`src/rtl/ibex_rf_wb_arbiter.sv`:
```
// Write-back arbiter sharing the single register-file write port between EX and LSU.
// Losing EX writes queue in an in-order buffer; a starvation counter bounds EX wait.
module ibex_rf_wb_arbiter #(
    parameter int unsigned DEPTH    = 2,
    parameter int unsigned MAX_WAIT = 4
) (
    input  logic                       clk_i,
    input  logic                       rst_i,
    input  logic                       ex_we_i,
    input  logic [4:0]                 ex_waddr_i,
    input  logic [31:0]                ex_wdata_i,
    output logic                       ex_ready_o,
    input  logic                       lsu_we_i,
    input  logic [4:0]                 lsu_waddr_i,
    input  logic [31:0]                lsu_wdata_i,
    output logic                       lsu_ready_o,
    output logic                       rf_we_o,
    output logic [4:0]                 rf_waddr_o,
    output logic [31:0]                rf_wdata_o,
    input  logic [4:0]                 raddr_a_i,
    input  logic [4:0]                 raddr_b_i,
    output logic                       hazard_a_o,
    output logic                       hazard_b_o,
    output logic [$clog2(DEPTH):0]     wb_pending_o
);

    localparam int unsigned PTR_W = $clog2(DEPTH);
    localparam int unsigned CNT_W = PTR_W + 1;
    localparam int unsigned SW    = (MAX_WAIT < 2) ? 1 : $clog2(MAX_WAIT + 1);

    logic [4:0]       buf_waddr_q [DEPTH];
    logic [31:0]      buf_wdata_q [DEPTH];
    logic [PTR_W-1:0] rd_ptr_q, rd_ptr_d;
    logic [PTR_W-1:0] wr_ptr_q, wr_ptr_d;
    logic [CNT_W-1:0] count_q, count_d;
    logic [SW-1:0]    starve_q, starve_d;

    logic buf_nonempty, ex_direct, ex_cand, lsu_valid, force_ex;
    logic grant_ex, grant_lsu, push, pop;

    always_comb begin
        buf_nonempty = (count_q != '0);
        ex_ready_o   = !rst_i && (count_q < CNT_W'(DEPTH));
        // Accepted direct EX request with a real destination.
        ex_direct    = ex_we_i && (ex_waddr_i != 5'd0) && ex_ready_o;
        ex_cand      = !rst_i && (buf_nonempty || ex_direct);
        lsu_valid    = !rst_i && lsu_we_i && (lsu_waddr_i != 5'd0);
        force_ex     = ex_cand && (starve_q == SW'(MAX_WAIT));
        lsu_ready_o  = !rst_i && !force_ex;
        grant_ex     = ex_cand && (force_ex || !lsu_valid);
        grant_lsu    = lsu_valid && !force_ex;
        pop          = grant_ex && buf_nonempty;
        // A direct request is pushed unless it went straight to the register file.
        push         = ex_direct && !(grant_ex && !buf_nonempty);

        rf_we_o    = grant_ex || grant_lsu;
        rf_waddr_o = '0;
        rf_wdata_o = '0;
        if (grant_lsu) begin
            rf_waddr_o = lsu_waddr_i;
            rf_wdata_o = lsu_wdata_i;
        end else if (pop) begin
            rf_waddr_o = buf_waddr_q[rd_ptr_q];
            rf_wdata_o = buf_wdata_q[rd_ptr_q];
        end else if (grant_ex) begin
            rf_waddr_o = ex_waddr_i;
            rf_wdata_o = ex_wdata_i;
        end

        hazard_a_o = 1'b0;
        hazard_b_o = 1'b0;
        for (int unsigned i = 0; i < DEPTH; i++) begin
            // Entry i is valid when its distance from the head is below the occupancy.
            if (!rst_i && ({1'b0, PTR_W'(PTR_W'(i) - rd_ptr_q)} < count_q)) begin
                if (raddr_a_i != 5'd0 && buf_waddr_q[i] == raddr_a_i) hazard_a_o = 1'b1;
                if (raddr_b_i != 5'd0 && buf_waddr_q[i] == raddr_b_i) hazard_b_o = 1'b1;
            end
        end

        wb_pending_o = rst_i ? '0 : count_q;

        rd_ptr_d = pop  ? PTR_W'(rd_ptr_q + 1'b1) : rd_ptr_q;
        wr_ptr_d = push ? PTR_W'(wr_ptr_q + 1'b1) : wr_ptr_q;
        count_d  = count_q;
        if (push && !pop) count_d = CNT_W'(count_q + 1'b1);
        if (pop && !push) count_d = CNT_W'(count_q - 1'b1);

        starve_d = '0;
        if (ex_cand && grant_lsu)
            starve_d = (starve_q == SW'(MAX_WAIT)) ? starve_q : SW'(starve_q + 1'b1);
    end

    always_ff @(posedge clk_i) begin
        if (rst_i) begin
            rd_ptr_q <= '0;
            wr_ptr_q <= '0;
            count_q  <= '0;
            starve_q <= '0;
        end else begin
            rd_ptr_q <= rd_ptr_d;
            wr_ptr_q <= wr_ptr_d;
            count_q  <= count_d;
            starve_q <= starve_d;
        end
    end

    always_ff @(posedge clk_i) begin
        if (push) begin
            buf_waddr_q[wr_ptr_q] <= ex_waddr_i;
            buf_wdata_q[wr_ptr_q] <= ex_wdata_i;
        end
    end

endmodule
```
`config.mk`:
```
export PLATFORM = sky130hd
export DESIGN_NAME = ibex_rf_wb_arbiter
export DESIGN_NICKNAME = d
export VERILOG_FILES = /design/src/rtl/ibex_rf_wb_arbiter.sv
export SDC_FILE = /design/constraint.sdc
export NUM_CORES = 1
export LEC_CHECK = 0
export ABC_AREA = 1
export CAP_MARGIN = 40
export CORE_ASPECT_RATIO = 0.75
export CORE_UTILIZATION = 51
export CTS_CLUSTER_SIZE = 20
export DETAILED_ROUTE_END_ITERATION = 16
export PLACE_DENSITY = 0.95
export SLEW_MARGIN = 10
export SYNTH_ARGS = -nofsm -noshare
export SYNTH_HDL_FRONTEND = slang
export SYNTH_SLANG_ARGS = --single-unit
```
`constraint.sdc`:
```
create_clock -name clk_i -period 6.6 [get_ports clk_i]
set_input_delay 1.32 -clock clk_i [delete_from_list [all_inputs] [get_ports clk_i]]
set_output_delay 1.32 -clock clk_i [all_outputs]
set_load 0.02 [all_outputs]
```
==> results.md <==
- Status: complete, no violations
- Max-cap violation count: 0
- Post-DP HPWL: 7290 microns
- Overflow after GRT: 0
- Hold Buf Count CTS: 0
- Worst setup EP type: primary output
- Die Span Y: 80.9 microns
- Layout area overhead: 36.8%
- Worst R2R End: buf_wdata_q[0][28]$_DFFE_PP_
- Vias: 3342
- Relative slew margins: 56.8%
- H-tree depth: 3
- RePlAce Congestion: 0.876
- CP Max Fanout: 40
- Nets@finish: 609
- Post-synthesis cell count: 388
- Initial drt markers: 179
- Die area: 0.00867 sq mm
- DR vias/cell: 5.32
- Synth Area in Adders: 0.887%
- Antenna violations before repair: 0
- Post-synthesis mux area share: 9.85%
- Category of the most critical setup path: primary input to primary output
- CTS max path bufs: 2
- First drt pass iteration count: 5
- Sequential-to-total area share from yosys stat: 56.3%
- WP data arrival: 3.99 ns
- Hold EP: starve_q[0]$_SDFFE_PP0P_
- Post-DRT Antenna Nets: 0
- Max Freq: 188 MHz
- Largest net degree at the start of global routing: 41
- ANT cells: 0
- R2R setup slack: 4.16 ns
- Final Setup Violations: 0
- Reg2reg start: starve_q[0]$_SDFFE_PP0P_
- Post-route clock skew: 0.0106 ns
- Synth cell types: 32
- Worst Setup SP: rst_i
- Most common cell after layout, fill and taps aside: clkdlybuf4s50_1
- Setup TNS Final: 0 ns
- Simple-gate area share of the yosys netlist: 21.0%
- Core area: 0.00795 sq mm
- Io pins: 132
- Hold WC Path Type: flip-flop to flip-flop
- First-pass GRT wire length: 15500 microns
- Initial Utilization: 53.2%
- Min-delay src: starve_q[0]$_SDFFE_PP0P_
- Synthesized flop and latch total: 82
- Row cnt: 28
- CP required: 5.28 ns
- IO buf count: 131
- Die W: 107 microns
- Wire per inst: 16.3 microns
- IR drop worst, VDD: 132 uV
- Largest family of logic cells by synthesized area: simple AND/OR/NAND/NOR gates
- DR DRC count: 0
- RSZ-0062 raised after global routing: no
- PwrDens: 208 mW/mm^2
- Post-synthesis xor/xnor area fraction: 4.76%
- Synth Net Count: 479
- Final critical-path share of the clock period: 80.5%
- Yosys warning count: 0
- Startpoint types: primary input
- Final hold slack: 0.465 ns
- Post-CTS sizing: 0
- Setup Buffers After CTS: 0
- Cts bufs inserted: 9
- Slew Viols, Final: 0
- R2R depth: 8
- Most frequent cells in the layout: 131 x clkdlybuf4s50_1, 116 x nand2_1, 74 x edfxtp_1
- Crit path time final: 5.31 ns
- Drt total wl: 10200 microns
- Hold Path Cell Cnt: 1
- Share of cells above drive strength 1: 16.6%
- Synth Area in Compound Gates: 2.48%
- Clock Tree Root: clkbuf_8
- Syn Area/Cell: 10.9 sq um
- Hold Violations, Final: 0
- Post-synth design cell area: 0.00423 sq mm
- Clk_lat worst skew: 0.35 ns
- Slew of the pin with the lowest slew margin: 0.647 ns
- Total GRT Usage: 23.9%
- Sink Count: 82
- Vias in the first global route: 3292
- Worst-path clk slew: 0.09 ns
- CTS tree: yes
- Leak pwr: 2.14 nW
[stage by stage]
| stage | utilization [%] | area, sq um | instances | setup WS, ns | power [W] |
|---|---|---|---|---|---|
| after floorplan | - | 4230 | 388 | 2.58 | 0.000756 |
| after global placement | 69.9 | 5560 | 610 | 1.42 | 0.000878 |
| after detailed placement | 70.6 | 5620 | 612 | 1.31 | 0.000894 |
| after CTS | 72.8 | 5790 | 628 | 1.30 | 0.00121 |
| after global routing | 72.8 | 5790 | 628 | 1.15 | 0.00126 |
| final | 72.8 | 5790 | 628 | 1.29 | 0.00121 |
[flip-flops by register name (all words and copies together) (netlist names), named ones only]
register,cells
wr_ptr_q,1
buf_waddr_q,10
starve_q,3
rd_ptr_q,1
buf_wdata_q,64
count_q,2
[cell families (layout without fill, tap and decap cells)]
| group | after synthesis | count (layout) |
|---|---|---|
| xor+xnor | 23 | 23 |
| flops | 82 | 82 |
| mux | 37 | 37 |
| compound gates | 15 | 15 |
| simple gates | 196 | 196 |
| buf+inv | 32 | 167 |
| fa+ha+maj | 3 | 3 |
[critical path, cell delays in order]
cell	delay [ns]
clkdlybuf4s50_1	0.63
nor3b_2	0.24
nand2_1	0.12
a21oi_4	0.23
o21ai_2	0.09
nor2_2	0.08
buf_4	0.38
nand2_1	0.14
nand3_1	0.12
clkdlybuf4s50_1	0.62
[cell type report]
cell class	instances	area, sq um
clock inverters	7	51.3
flip-flops and latches	82	2380
repair buffers	135	1380
fillers	548	2160
clock buffers	9	124
multi-input cells	274	1660
well taps	105	131
inverters	16	62.6
[power by group]
part | switching [W] | internal [W]
registers | 0.0000122 | 0.000591
logic | 0.000139 | 0.000141
clock network | 0.000185 | 0.000139
total | 0.000336 | 0.000871
[metal layers]
metal / global-route usage [%] / vias up / part of all wire (%)
met4: 9.04 / 0 / 1.2
li1: - / 1591 / -
met5: 0 / - / 0
met3: 7.14 / 14 / 8.0
met2: 42.5 / 161 / 50
met1: 27.6 / 1576 / 40
[synth_stat cells]
master,count,area [sq um]
a21oi_1,8,40.0
a21oi_4,1,16.3
a22oi_1,2,15.0
buf_12,1,20.0
buf_2,4,20.0
buf_4,1,7.51
buf_6,4,45.0
buf_8,2,30.0
clkbuf_1,4,15.0
dfxtp_1,8,160
edfxtp_1,74,2220
ha_1,3,37.5
inv_1,14,52.6
inv_2,1,3.75
inv_4,1,6.26
mux2_2,37,417
nand2_1,116,435
nand2_2,10,62.6
nand3_1,28,140
nand3_2,10,100
nand4_1,4,25.0
nor2_1,20,75.1
nor2_2,1,6.26
nor3_1,5,25.0
nor3b_2,1,12.5
o211ai_1,1,7.51
o211ai_2,1,12.5
o21ai_0,1,5.00
o21ai_2,1,8.76
or2_2,1,6.26
xnor2_1,9,78.8
xor2_1,14,123
[worst max-delay path by stage]
| stage | slack [ns] | cells after the start | to |
|---|---|---|---|
| CTS | 1.30 | 10 | rf_wdata_o[13] |
| floorplan | 2.58 | 6 | buf_waddr_q[0][0]$_DFFE_PP_ |
| global route | 1.15 | 9 | rf_wdata_o[3] |
| detailed placement | 1.31 | 10 | rf_wdata_o[13] |
| finish | 1.29 | 10 | rf_wdata_o[13] |
| global placement | 1.42 | 10 | rf_wdata_o[2] |
No activity file was read; power rests on OpenSTA's default activity.
